===== src/rtl/regdst_pkg.sv =====
// rtl/regdst_pkg.sv - shared constants for the destination-tracking pipe
package regdst_pkg;

  localparam int AW_DEF = 5;

  localparam logic [1:0] SEL_RT = 2'd0;
  localparam logic [1:0] SEL_RD = 2'd1;
  localparam logic [1:0] SEL_RA = 2'd2;

  localparam logic [4:0] REG_ZERO = 5'd0;
  localparam logic [4:0] REG_RA   = 5'd31;

endpackage


===== src/rtl/regdst_if.sv =====
// rtl/regdst_if.sv - issue/query/result bundle of the destination pipe
interface regdst_if
  import regdst_pkg::*;
#(
  parameter int AW    = AW_DEF,
  parameter int NSRC  = 3,
  parameter int SELW  = 2,
  parameter int DEPTH = 3,
  parameter int SW    = 2
);
  logic [SELW-1:0]     sel;
  logic [NSRC*AW-1:0]  src;
  logic                in_we;
  logic                stall;
  logic                flush;
  logic [AW-1:0]       qa;
  logic [AW-1:0]       qb;
  logic [DEPTH*AW-1:0] stg_dst;
  logic [DEPTH-1:0]    stg_vld;
  logic [AW-1:0]       wb_dst;
  logic                wb_we;
  logic                hit_a;
  logic                hit_b;
  logic [SW-1:0]       fwd_a;
  logic [SW-1:0]       fwd_b;
  logic                sel_err;

  modport master (
    output sel, src, in_we, stall, flush, qa, qb,
    input  stg_dst, stg_vld, wb_dst, wb_we, hit_a, hit_b, fwd_a, fwd_b, sel_err
  );

  modport slave (
    input  sel, src, in_we, stall, flush, qa, qb,
    output stg_dst, stg_vld, wb_dst, wb_we, hit_a, hit_b, fwd_a, fwd_b, sel_err
  );
endinterface


===== src/rtl/regdst_match.sv =====
// rtl/regdst_match.sv - one read-port RAW lookup over the in-flight destinations
module regdst_match
  import regdst_pkg::*;
#(
  parameter int AW    = AW_DEF,
  parameter int DEPTH = 3,
  parameter int SW    = 2
) (
  input  logic [DEPTH*AW-1:0] stg_dst,
  input  logic [DEPTH-1:0]    stg_vld,
  input  logic [AW-1:0]       q,
  output logic                hit,
  output logic [SW-1:0]       fwd
);

  // Scan oldest to youngest so the youngest producer is the last to win.
  always_comb begin
    hit = 1'b0;
    fwd = '0;
    if (q != '0) begin
      for (int k = DEPTH - 1; k >= 0; k--) begin
        if (stg_vld[k] && (stg_dst[k*AW +: AW] == q)) begin
          hit = 1'b1;
          fwd = SW'(k);
        end
      end
    end
  end

endmodule


===== src/rtl/regdst_pipe.sv =====
// rtl/regdst_pipe.sv - destination select, EX..WB tracking and RAW match
module regdst_pipe
  import regdst_pkg::*;
#(
  parameter int AW    = AW_DEF,
  parameter int NSRC  = 3,
  parameter int SELW  = 2,
  parameter int DEPTH = 3,
  parameter int SW    = 2
) (
  input  logic     clk,
  input  logic     rst_n,
  regdst_if.slave  io
);

  logic [AW-1:0]       cand;
  logic                sel_ok;
  logic                cap_vld;
  logic [AW-1:0]       dst_q [DEPTH];
  logic [DEPTH-1:0]    vld_q;
  logic                err_q;
  logic [DEPTH*AW-1:0] dst_flat;

  always_comb begin
    cand = '0;
    for (int i = 0; i < NSRC; i++) begin
      if (int'(io.sel) == i) cand = io.src[i*AW +: AW];
    end
  end

  assign sel_ok  = int'(io.sel) < NSRC;
  assign cap_vld = io.in_we & sel_ok & (cand != '0);

  // Stage 1 takes a bubble only on a pure stall; flush lets stage 0 advance.
  always_ff @(posedge clk or negedge rst_n) begin
    if (!rst_n) begin
      for (int k = 0; k < DEPTH; k++) dst_q[k] <= '0;
      vld_q <= '0;
      err_q <= 1'b0;
    end else begin
      if (io.in_we && !sel_ok) err_q <= 1'b1;

      if (io.flush) begin
        vld_q[0] <= 1'b0;
        dst_q[0] <= '0;
      end else if (!io.stall) begin
        vld_q[0] <= cap_vld;
        dst_q[0] <= cand;
      end

      if (io.stall && !io.flush) begin
        vld_q[1] <= 1'b0;
        dst_q[1] <= '0;
      end else begin
        vld_q[1] <= vld_q[0];
        dst_q[1] <= dst_q[0];
      end

      for (int k = 2; k < DEPTH; k++) begin
        vld_q[k] <= vld_q[k-1];
        dst_q[k] <= dst_q[k-1];
      end
    end
  end

  for (genvar k = 0; k < DEPTH; k++) begin : g_flat
    assign dst_flat[k*AW +: AW] = dst_q[k];
  end

  assign io.stg_dst = dst_flat;
  assign io.stg_vld = vld_q;
  assign io.wb_dst  = dst_q[DEPTH-1];
  assign io.wb_we   = vld_q[DEPTH-1];
  assign io.sel_err = err_q;

  regdst_match #(.AW(AW), .DEPTH(DEPTH), .SW(SW)) u_match_a (
    .stg_dst (dst_flat),
    .stg_vld (vld_q),
    .q       (io.qa),
    .hit     (io.hit_a),
    .fwd     (io.fwd_a)
  );

  regdst_match #(.AW(AW), .DEPTH(DEPTH), .SW(SW)) u_match_b (
    .stg_dst (dst_flat),
    .stg_vld (vld_q),
    .q       (io.qb),
    .hit     (io.hit_b),
    .fwd     (io.fwd_b)
  );

endmodule


===== src/flat_wrapper.sv =====
// flat-port wrapper written by rule: the top's interface ports become plain ports
module regdst_pipe_flat import regdst_pkg::*;
#(
  parameter int AW    = AW_DEF,
  parameter int NSRC  = 3,
  parameter int SELW  = 2,
  parameter int DEPTH = 3,
  parameter int SW    = 2
)
  (clk, rst_n, io_sel, io_src, io_in_we, io_stall, io_flush, io_qa, io_qb, io_stg_dst, io_stg_vld, io_wb_dst, io_wb_we, io_hit_a, io_hit_b, io_fwd_a, io_fwd_b, io_sel_err);
  regdst_if #(.AW(AW), .NSRC(NSRC), .SELW(SELW), .DEPTH(DEPTH), .SW(SW)) io_i ();
  input  logic clk;
  input  logic rst_n;
  input wire logic [$bits(io_i.sel)-1:0] io_sel;
  input wire logic [$bits(io_i.src)-1:0] io_src;
  input wire logic [$bits(io_i.in_we)-1:0] io_in_we;
  input wire logic [$bits(io_i.stall)-1:0] io_stall;
  input wire logic [$bits(io_i.flush)-1:0] io_flush;
  input wire logic [$bits(io_i.qa)-1:0] io_qa;
  input wire logic [$bits(io_i.qb)-1:0] io_qb;
  output wire logic [$bits(io_i.stg_dst)-1:0] io_stg_dst;
  output wire logic [$bits(io_i.stg_vld)-1:0] io_stg_vld;
  output wire logic [$bits(io_i.wb_dst)-1:0] io_wb_dst;
  output wire logic [$bits(io_i.wb_we)-1:0] io_wb_we;
  output wire logic [$bits(io_i.hit_a)-1:0] io_hit_a;
  output wire logic [$bits(io_i.hit_b)-1:0] io_hit_b;
  output wire logic [$bits(io_i.fwd_a)-1:0] io_fwd_a;
  output wire logic [$bits(io_i.fwd_b)-1:0] io_fwd_b;
  output wire logic [$bits(io_i.sel_err)-1:0] io_sel_err;
  assign io_i.sel = io_sel;
  assign io_i.src = io_src;
  assign io_i.in_we = io_in_we;
  assign io_i.stall = io_stall;
  assign io_i.flush = io_flush;
  assign io_i.qa = io_qa;
  assign io_i.qb = io_qb;
  assign io_stg_dst = io_i.stg_dst;
  assign io_stg_vld = io_i.stg_vld;
  assign io_wb_dst = io_i.wb_dst;
  assign io_wb_we = io_i.wb_we;
  assign io_hit_a = io_i.hit_a;
  assign io_hit_b = io_i.hit_b;
  assign io_fwd_a = io_i.fwd_a;
  assign io_fwd_b = io_i.fwd_b;
  assign io_sel_err = io_i.sel_err;
  regdst_pipe #(.AW(AW), .NSRC(NSRC), .SELW(SELW), .DEPTH(DEPTH), .SW(SW)) u_core (.clk(clk), .rst_n(rst_n), .io(io_i));
endmodule

===== config.mk =====
export PLATFORM = sky130hd
export DESIGN_NAME = regdst_pipe_flat
export DESIGN_NICKNAME = d
export VERILOG_FILES = /design/src/rtl/regdst_pkg.sv /design/src/rtl/regdst_if.sv /design/src/rtl/regdst_match.sv /design/src/rtl/regdst_pipe.sv /design/src/flat_wrapper.sv
export SDC_FILE = /design/constraint.sdc
export NUM_CORES = 1
export LEC_CHECK = 0
export BUFFER_PORTS_ARGS = -buffer_cell sky130_fd_sc_hd__buf_2
export CAP_MARGIN = 15
export CORE_MARGIN = 1
export CORE_UTILIZATION = 45
export CTS_CLUSTER_DIAMETER = 120
export DETAILED_ROUTE_END_ITERATION = 12
export PLACE_DENSITY = 0.76
export SLEW_MARGIN = 30
export SYNTH_ARGS = -nofsm -noshare
export SYNTH_HDL_FRONTEND = slang
export SYNTH_SLANG_ARGS = --single-unit

===== constraint.sdc =====
create_clock -name clk -period 1.7 [get_ports clk]
set_input_delay 0.34 -clock clk [delete_from_list [all_inputs] [get_ports clk]]
set_output_delay 0.34 -clock clk [all_outputs]
set_load 0.02 [all_outputs]

* After elaboration in Yosys (flattened, before gate mapping) *
Cells that the tools add are included.

storage, ports and cells
  output and inout bits = 31
  flip-flop bits (word level) = 19
  input port bits = 32
  logic and storage cells = 57

operators by class
  muxes and demuxes = 25
  equal/unequal tests = 9
  reductions and logical operators = 14
  bitwise operators = 2
  magnitude comparators = 1

operators by type and width
  operator                                                count
  equality test 5 bit                                     6
  two-way mux 5 bit                                       6
  two-way mux 2 bit                                       8
  nonzero test 5 bit                                      3
  two-way mux 1 bit                                       11
  logical AND 1 bit                                       8
  equality test 2 bit (second input constant)             2
  AND 1 bit                                               2
  zero test 1 bit                                         2
  zero test 2 bit                                         1
  < comparator 2 bit (second input constant)              1
  inequality test 2 x 1 -> 1 bit (second input constant)  1

* Longest topological paths before layout *
Gate-level depths: netlist of the first run.

  depth in word-level cells = 8
  gate-level depth with buffers = 6

* Modules after synthesis *
A second synthesis of the first run with hierarchy kept.

second synthesis, totals
  cells, all modules = 119
  area, all modules = 1,263.7 um2

by module, submodules not included
  module        area each (um2)  times used  seq. area each (um2)  cells an instance
  regdst_pipe   815.8            1           475.5                 63
  regdst_match  224.0            2           0.0                   28

* Worst setup path before layout of the first run *
Ideal clock, no wire load.

  kind = flip-flop to output port
  start point = reg u_core.dst_q (netlist bit u_core.io.stg_dst[8])
  end point = out io_hit_a
  data required time = 1.360 ns
  arrival = 1.524 ns
  setup slack = -0.164 ns
  cell stages (with the launch flop) = 6
  path buffers = 0
  cell sequence = dfrtp_1 > xor2_1 > nor4_1 > nand3_1 > nor2b_1 > o21bai_1

between the ends
  word-level cells in the longest chain between the ends = 5

ends and longest elaborated chain
  what                              line                RTL
  start: declaration                regdst_pipe.sv:19   logic [AW-1:0] dst_q [DEPTH];
  start signal: indexed assignment  regdst_pipe.sv:61   dst_q[k] <= dst_q[k-1];
  equality test 5 bit               regdst_match.sv:22  if (stg_vld[k] && (stg_dst[k*AW +: AW] == q)) begin
  logical AND 1 bit                 regdst_match.sv:22
  two-way mux 1 bit (2 in a row)    regdst_match.sv:22
  two-way mux 1 bit                 regdst_match.sv:20  if (q != '0) begin
  end: declaration                  flat_wrapper.sv:25  output wire logic [$bits(io_i.hit_a)-1:0] io_hit_a;

Every way passes these cells.

* Worst setup path after layout of the first run *
  start point = reg u_core.dst_q (netlist bit u_core.io.stg_dst[6])
  end point = out io_fwd_a[1]

between the ends
  word-level cells in the longest chain between the ends = 5

ends and longest elaborated chain
  what                            line                RTL
  equality test 5 bit             regdst_match.sv:22
  logical AND 1 bit               regdst_match.sv:22
  two-way mux 2 bit (2 in a row)  regdst_match.sv:22
  two-way mux 2 bit               regdst_match.sv:20
  end: declaration                flat_wrapper.sv:27  output wire logic [$bits(io_i.fwd_a)-1:0] io_fwd_a;

Every way passes these cells.

==> results of run 1 <==
==> cells in the mapped netlist <==
cell / count / area share [%]
nand4_1: 4 / 2.1
and2_1: 8 / 4.1
a31o_2: 1 / 0.72
buf_2: 1 / 0.41
nand2b_1: 1 / 0.52
or4_4: 2 / 1.9
nor2b_1: 2 / 1.0
and2b_1: 1 / 0.62
nand2_1: 2 / 0.62
nand3_1: 4 / 1.7
clkbuf_1: 2 / 0.62
nor2_4: 2 / 1.9
o21bai_1: 2 / 1.2
mux2i_1: 5 / 4.1
a21oi_1: 5 / 2.1
buf_4: 6 / 3.7
inv_1: 1 / 0.31
nor4_1: 4 / 2.1
o22ai_1: 1 / 0.52
nor2_1: 12 / 3.7
xor2_1: 14 / 10
xnor2_1: 16 / 12
nor3_1: 4 / 1.7
dfrtp_1: 19 / 39
a2bb2oi_1: 5 / 3.6
==> cells by family (layout without fill, tap and decap cells) <==
group	Yosys count	in the layout	synth area share [%]
DFF	19	19	39.2
and+or+nand+nor	46	46	21.8
xor gates and xnor gates	30	30	21.7
muxes	5	5	4.13
AOI/OAI and AO/OA	14	14	8.15
buffers and inverters	10	92	5.06
==> sequential cells by signal, summed over array words and instances, names as in the netlist <==
register / cells
u_core.io.stg_dst: 10
u_core.io.wb_dst: 5
u_core.io.stg_vld: 3
u_core.io.sel_err: 1
==> final timing paths <==
| path | start | end | cells past startpoint |
|---|---|---|---|
| worst min register to register | u_core.io.stg_vld[1] | u_core.io.stg_vld[2] | 0 |
| max in group asynchronous | rst_n | u_core.io.stg_dst[6] | 2 |
| worst max register to register | u_core.io.stg_dst[4] | u_core.io.stg_dst[4] | 3 |
| min in group asynchronous | rst_n | u_core.io.stg_dst[0] | 2 |
| worst min-delay path | io_flush | u_core.io.stg_dst[0] | 2 |
| worst max-delay path | u_core.io.stg_dst[6] | io_fwd_a[1] | 6 |
==> report_power, final <==
part / internal, mW / total [mW] / switching (mW)
Clock: 0.0896 / 0.235 / 0.146
Sequential: 0.473 / 0.498 / 0.0249
Combinational: 0.143 / 0.308 / 0.165
Total: 0.706 / 1.04 / 0.335
==> stage by stage <==
step / power (mW) / utilization [%] / setup TNS (ns) / instances
2_1_floorplan: 0.665 / - / -0.0529 / 124
3_3_place_gp: 0.791 / 68.0 / -0.679 / 229
3_5_place_dp: 0.801 / 68.0 / -0.983 / 229
4_1_cts: 1.04 / 71.4 / -2.36 / 235
5_1_grt: 1.10 / 73.3 / -2.73 / 236
6_report: 1.04 / 73.3 / -2.19 / 236
==> routing by layer <==
metal  global-route usage (%)  routed length, microns  share of wire (%)  vias to the layer above
met5                        0                       0                  0                        -
met4                     10.5                      75                2.2                        0
met3                     4.24                     171                5.0                        8
met2                     45.9                    1840                 54                       50
met1                     29.1                    1340                 39                      614
li1                         -                       -                  -                      589
==> cell usage in the layout, fill, tap and decap left out <==
cell and count:
nor2_1 12, buf_2 56, nor4_2 2, nand4_1 4, inv_1 1, clkinvlp_4 1, a31o_2 1, dfrtp_1 15
nor3_4 2, nor2b_4 2, a2bb2oi_1 5, and2_1 6, nand2_1 2, dfrtp_2 4, nor4_1 2, nand2b_1 1
and2_4 2, a21oi_1 5, or4_4 2, o22ai_1 1, dlygate4sd3_1 1, clkbuf_4 3, xor2_1 14, o21bai_4 2
buf_4 25, nand3_1 4, nor2_4 2, buf_6 5, and2b_1 1, mux2i_1 5, nor3_2 2, xnor2_1 16
==> final cells by class <==
type	count	share of cell area [%]
Tap cell	30	2.03
Inverter	1	0.203
Multi-Input combinational cell	95	41.3
Clock buffer	3	1.22
Timing Repair Buffer	87	28.9
Clock inverter	1	0.406
Sequential cell	19	26.0
==> timing repair <==
action	CTS	global route
hold endpoints to repair	19	0
buffers inserted	1	1
setup endpoints to repair	6	6
hold buffers	1	0
pin swaps	7	4
resized for setup	12	7
==> worst max-delay path, delay by kind of cell (launching register included) <==
kind | cells | cell delay [ns]
xor+xnor | 1 | 0.14
simple gates | 4 | 0.74
buf+inv | 1 | 0.12
flops | 1 | 0.45
==> out/qor.yml, run 1 <==
drtIter0Drc: 15
dp_slack_ns: -0.216
portBuffers: 62
avgSynthCellArea_sq_um: 9.78
p_per_area_mw_per_mm2: 563
layout-drive-gt1-share_pct: 53.9
vias: 1261
setup_viol: 6
die_h_microns: 53.9
cts_buffer_depth: 2
critPathKind: "flop to output pin"
grt_max_degree: 20
place.gp.congestion: 0.851
drt-total-wl_microns: 3430
synth_fp_nets: 156
antennaDiodeCount: 0
crit_slowest_cell: "dfrtp_2"
crit_path_end_kind: "output pin"
fin_crit_sh_pct: 123
syn-instance-count: 124
grt_pass1_vias: 1117
hp-class: "input pin to flop"
fillers: 183
post-route-cell-area_sq_mm: 0.00185
fmax_mhz: 477
hpwlAfterDp_microns: 2660
dieArea_sq_mm: 0.00291
grt_pass1_wl_microns: 5060
clkLatencyLatePin_ns: 0.30
drv_slew: 0
ys_ff_latch: 19
cts_buffers: 3
arrival_ns: 1.76
htreeDepth: 1
rows: 18
period_needed_ns: 2.10
boundaryPins: 63
power_leakage_nw: 0.979
hold_violations: 0
core-area_sq_mm: 0.00252
viasPerCell: 5.34
fin_skew_ns: 0.000411
yosys_warnings: 0
seq_area_frac_synth_pct: 39.2
synth_cell_types: 25
place_area_sq_mm: 0.00172
grt.total_usage_pct: 25.3
critPathMaxFanout: 3
multi_input_area_sq_um: 763
crit_path_max_incr_delay_ns: 0.45
final_nets: 239
failed_checks: "setup timing"
ff2ff_setup_slack_ns: 0.82
cts_root_buffer: "clkbuf_4"
fin_ws_ns: -0.395
rsz0062_at_grt: "true"
worst_pin_slew_ns: 0.427
ant_nets: 0
initial_utilization_pct: 48.1
start_kind: "flop"
crit_path_cell_trace: "xor2_1, nor4_1, nand3_1, nor2b_4, and2_4, buf_6"
cts_sinks: 19
fp.dieW_microns: 53.9
detail_route.first_pass.iterations: 4
drv_cap: 0
antenna_found_initial: 0
seq_area_sq_um: 480
critPathRequiredTime_ns: 1.36
syn_to_final_growth_pct: 52.5
synthesis.area_sq_mm: 0.00121
maxSlewHeadroom_pct: 71.5
ir_drop_uv: 734
globalRoute.totalOverflow: 0
wl_per_cell_microns: 14.5
drc: 0
clkTransAtPathRegs_ns: 0.11
cts_tree: "built"
status: "complete, but fails checks"
holdWs_ns: 0.280
Power figures use the tool's default switching activity.
==> run 2, diff against run 1 <==
SKIP_LAST_GASP = 1   (was not set)
clock period = 2.1 ns   (was 1.7 ns; I/O delays follow)
==> out/qor.yml, run 2 (synthesis results as in run 1) <==
fin_skew_ns: 0.0107  # +0.0103 ns
tns_ns: -0.581  # +1.61 ns
power_leakage_nw: 0.894  # -8.7%
ir_drop_uv: 304  # -59%
vias: 1164  # -7.7%
p_per_area_mw_per_mm2: 484  # -14%
clkTransAtPathRegs_ns: 0.11  # about the same
dieArea_sq_mm: 0.00291  # unchanged
drv_cap: 0  # unchanged
final_nets: 223  # -6.7%
cts_sinks: 19  # unchanged
place.gp.congestion: 0.812  # -4.5%
power_uw: 809  # -22%
hpwlAfterDp_microns: 2300  # -13%
rows: 18  # unchanged
cts_buffers: 3  # unchanged
rr_startpoint: "u_core.io.stg_dst[5]"
clkLatencyLatePin_ns: 0.29  # about the same
critPathKind: "flop to output pin"
setup_viol: 6  # unchanged
fillers: 220  # +20%
period_needed_ns: 2.23
fp.dieW_microns: 53.9  # unchanged
die_h_microns: 53.9  # unchanged
drtIter0Drc: 12  # -3
cts_root_buffer: "clkbuf_4"
viasPerCell: 5.29  # -0.98%
arrival_ns: 1.81  # +0.05 ns
boundaryPins: 63  # unchanged
critPathMaxFanout: 3  # unchanged
rsz0062_at_grt: "true"
crit_path_end_kind: "output pin"
fmax_mhz: 448
drt-total-wl_microns: 3060  # -11%
cts_buffer_depth: 2  # unchanged
largest_register_ffs: 10  # unchanged
fin_ws_ns: -0.131  # +0.264 ns
crit_path_start: "u_core.io.stg_dst[5]"
grt_max_degree: 20  # unchanged
globalRoute.totalOverflow: 0  # unchanged
htreeDepth: 1  # unchanged
ant_nets: 0  # unchanged
maxSlewHeadroom_pct: 72.7  # +1.2 points
status: "complete, but fails checks"
critPathRequiredTime_ns: 1.68  # +0.32 ns
antenna_found_initial: 0  # unchanged
antennaDiodeCount: 0  # unchanged
core-area_sq_mm: 0.00252  # unchanged
layout-drive-gt1-share_pct: 46.3  # -7.6 points
fin_crit_sh_pct: 106
worst_pin_slew_ns: 0.410  # -0.0173 ns
grt.total_usage_pct: 22.5  # -2.8 points
drv_slew: 0  # unchanged
final_common_cell: "buf_2"
grt_pass1_vias: 1095  # -2.0%
syn_to_final_growth_pct: 37.9
wl_per_cell_microns: 13.9  # -4.2%
initial_utilization_pct: 48.1  # unchanged
grt_pass1_wl_microns: 4600  # -9.1%
hp-class: "input pin to asynchronous set/reset pin"
detail_route.first_pass.iterations: 4  # unchanged
cts-hold-fix-buffers: 0  # -1
failed_checks: "setup timing"
portBuffers: 62  # unchanged
layout_common_cells: "buf_2, dfrtp_1, xnor2_1"
cts_tree: "built"
start_kind: "flop"
drc: 0  # unchanged
hold_violations: 0  # unchanged
-- run 2: changes by cell type in the layout (fill, tap and decap cells not counted), moves of 2 or more --
cell      change
buf_6         -2
dfrtp_1       +4
buf_4        -13
o21bai_1      +2
dfrtp_2       -4
o21bai_4      -2
-- run 2: power breakdown --
group / switching [mW] / total, mW / internal [mW]
combinational: 0.124 / 0.224 / 0.100
sequential: 0.0221 / 0.404 / 0.382
clock: 0.109 / 0.180 / 0.0708
-- run 2: path summary, 6_finish.rpt --
path                                        end  slack, ns  cells after the start
max                                    io_hit_a      -0.13                      6
min                        u_core.io.stg_dst[4]       0.04                      1
max reg2reg                 u_core.io.wb_dst[0]       1.29                      2
min reg2reg                   u_core.io.sel_err       0.48                      1
max in group asynchronous  u_core.io.stg_dst[0]       1.77                      1
min in group clk           u_core.io.stg_dst[2]       0.35                      2
-- run 2: routing by layer --
metal  up-vias  track usage, %  part of all wire (%)
met2        60            43.2                    52
met3         6            3.39                   6.4
met5         -               0                     0
li1        553               -                     -
met1       545            23.9                    40
met4         0            9.65                   1.6
-- run 2: repair_timing --
action	4_1_cts	5_1_grt
buffers inserted	8	1
resized for setup	13	7
pin swaps	9	7
gates cloned	0	0
setup endpoints to repair	5	6
-- run 2: stage by stage --
| stage | area, sq um | utilization, % | setup WS, ns | instances | hold slack [ns] |
|---|---|---|---|---|---|
| floorplan | 1210 | - | 0.156 | 124 | 0.124 |
| global placement | 1500 | 59.6 | 0.103 | 207 | 0.364 |
| detailed placement | 1500 | 59.6 | 0.0476 | 207 | 0.378 |
| CTS | 1630 | 64.7 | -0.0820 | 219 | 0.0471 |
| global route | 1670 | 66.3 | -0.242 | 220 | 0.0584 |
| finish | 1670 | 66.3 | -0.131 | 220 | 0.0400 |
-- run 2: final cells by class --
cell class	instances	area (sq um)	share of cell area, %
clock inverters	1	5.00	0.299
repair buffers	71	404	24.2
inverters	1	3.75	0.225
well taps	30	37.5	2.25
clock buffers	3	22.5	1.35
flip-flops and latches	19	475	28.4
multi-input cells	95	723	43.3
-- run 2: worst max-delay path: stages, from the launching register on --
cell and delay, ns:
dfrtp_1 0.45, xor2_1 0.17, nor4_1 0.29, nand3_1 0.14, nor2b_4 0.15, o21bai_1 0.17
buf_4 0.17
==> run 3, diff against run 2 <==
RECOVER_POWER = 25   (was not set)
==> out/qor.yml, run 3 (synthesis results as in run 1) <==
crit_slowest_cell: "dfrtp_1"
seq_area_sq_um: 475  # unchanged
status: "complete, but fails checks"
antennaDiodeCount: 0  # unchanged
grt_pass1_vias: 1095  # unchanged
post-route-cell-area_sq_mm: 0.00167  # about the same
boundaryPins: 63  # unchanged
final_common_cell: "buf_2"
viasPerCell: 5.30  # about the same
critPathKind: "flop to output pin"
wl_per_cell_microns: 13.9  # -0.52%
multi_input_area_sq_um: 723  # unchanged
ir_drop_uv: 303  # -0.19%
dp_slack_ns: 0.0476  # unchanged
largest_register_ffs: 10  # unchanged
final_nets: 223  # unchanged
drt-total-wl_microns: 3050  # -0.52%
cts_sinks: 19  # unchanged
tns_ns: -0.592  # -0.0104 ns
antenna_found_initial: 0  # unchanged
cts_buffer_depth: 2  # unchanged
reg2reg_depth: 2  # unchanged
power_uw: 808  # about the same
fp.dieW_microns: 53.9  # unchanged
place.gp.congestion: 0.812  # unchanged
crit_path_max_incr_delay_ns: 0.45  # about the same
worst_pin_slew_ns: 0.968  # +0.558 ns
syn_to_final_growth_pct: 37.8  # about the same
fin_ws_ns: -0.134  # -0.00348 ns
failed_checks: "setup timing"
clkLatencyLatePin_ns: 0.29  # about the same
initial_utilization_pct: 48.1  # unchanged
grt.total_usage_pct: 22.5  # unchanged
fin_skew_ns: 0.0102  # -0.000518 ns
p_per_area_mw_per_mm2: 484  # about the same
maxSlewHeadroom_pct: 35.5  # -37 points
drtIter0Drc: 12  # unchanged
drc: 0  # unchanged
crit_path_start: "u_core.io.stg_dst[5]"
fillers: 221  # +0.45%
cp-endpoint: "io_hit_a"
dieArea_sq_mm: 0.00291  # unchanged
layout_common_cells: "buf_2, dfrtp_1, xnor2_1"
grt_max_degree: 20  # unchanged
layout-drive-gt1-share_pct: 45.8  # -0.53 points
drv_cap: 0  # unchanged
die_h_microns: 53.9  # unchanged
portBuffers: 62  # unchanged
htreeDepth: 1  # unchanged
hpwlAfterDp_microns: 2300  # unchanged
fmax_mhz: 448  # -0.16%
cts_tree: "built"
rr_endpoint: "u_core.io.wb_dst[0]"
rows: 18  # unchanged
rr_startpoint: "u_core.io.stg_dst[5]"
vias: 1165  # +0.086%
start_kind: "flop"
ant_nets: 0  # unchanged
ff2ff_setup_slack_ns: 1.29  # about the same
clkTransAtPathRegs_ns: 0.11  # about the same
crit_path_end_kind: "output pin"
arrival_ns: 1.81  # about the same
globalRoute.totalOverflow: 0  # unchanged
power_leakage_nw: 0.891  # -0.31%
crit_path_cell_trace: "xor2_1, nor4_1, nand3_1, nor2b_4, o21bai_1, buf_4"
fin_crit_sh_pct: 106  # +0.17 points
hold_violations: 0  # unchanged
grt_pass1_wl_microns: 4600  # unchanged
cts_buffers: 3  # unchanged
period_needed_ns: 2.23  # +0.00348 ns
core-area_sq_mm: 0.00252  # unchanged
hp-class: "input pin to asynchronous set/reset pin"
cts_root_buffer: "clkbuf_4"
detail_route.first_pass.iterations: 4  # unchanged
rsz0062_at_grt: "true"
drv_slew: 0  # unchanged
place_area_sq_mm: 0.00150  # unchanged
setup_viol: 6  # unchanged
critPathMaxFanout: 3  # unchanged
critPathRequiredTime_ns: 1.68  # about the same
run 3: changes by cell type in the layout (fill, tap and decap cells not counted):
cell      previous run  this run
clkbuf_1             0         1
buf_2               56        55
run 3: critical path: cells and delay by family, from the launching register on:
family / cells / cell delay, ns
AND/OR/NAND/NOR: 3 / 0.58
flip-flops: 1 / 0.45
XOR/XNOR: 1 / 0.17
buffers and inverters: 1 / 0.17
AO/OA/AOI/OAI: 1 / 0.17
run 3: cell type report:
class | instances | share of cell area, %
Multi-Input combinational cell | 95 | 43.3
Sequential cell | 19 | 28.5
Timing Repair Buffer | 71 | 24.1
Tap cell | 30 | 2.25
Clock buffer | 3 | 1.35
Clock inverter | 1 | 0.300
Inverter | 1 | 0.225
run 3: power by group:
part	internal (mW)	leakage, nW	total (mW)	switching, mW
logic	0.0998	0.620	0.224	0.124
registers	0.382	0.254	0.404	0.0221
clock network	0.0708	0.0177	0.180	0.109
total	0.553	0.891	0.808	0.255
run 3: metal layers:
layer	vias up	share of wire (%)	wire length [microns]	GRT usage, %
met2	60	52	1590	43.2
met4	0	1.6	50	9.65
met5	-	0	0	0
met1	545	40	1210	23.9
met3	6	6.5	197	3.39
li1	554	-	-	-
run 3: worst min-delay path by stage:
stage	cells past startpoint	slack (ns)	endpoint	from
finish	1	0.25	u_core.io.stg_dst[4]	rst_n
CTS	1	0.05	u_core.io.wb_dst[0]	rst_n
global placement	1	0.36	u_core.io.wb_dst[3]	rst_n
global route	1	0.32	u_core.io.stg_dst[2]	rst_n
floorplan	0	0.12	u_core.io.sel_err	rst_n
detailed placement	1	0.38	u_core.io.wb_dst[3]	rst_n
run 3: stage by stage:
stage | instances | hold WS [ns] | util (%)
after CTS | 219 | 0.0471 | 64.7
after floorplan | 124 | 0.124 | -
after global routing | 220 | 0.323 | 66.2
final | 220 | 0.246 | 66.2
after detailed placement | 207 | 0.378 | 59.6
after global placement | 207 | 0.364 | 59.6
run 3: timing repair:
item,CTS,global route
pin swaps,9,7
gates resized for setup,13,7
hold endpoints to repair,0,0
buffers inserted,8,1
hold buffers,0,0
setup endpoints to repair,5,6
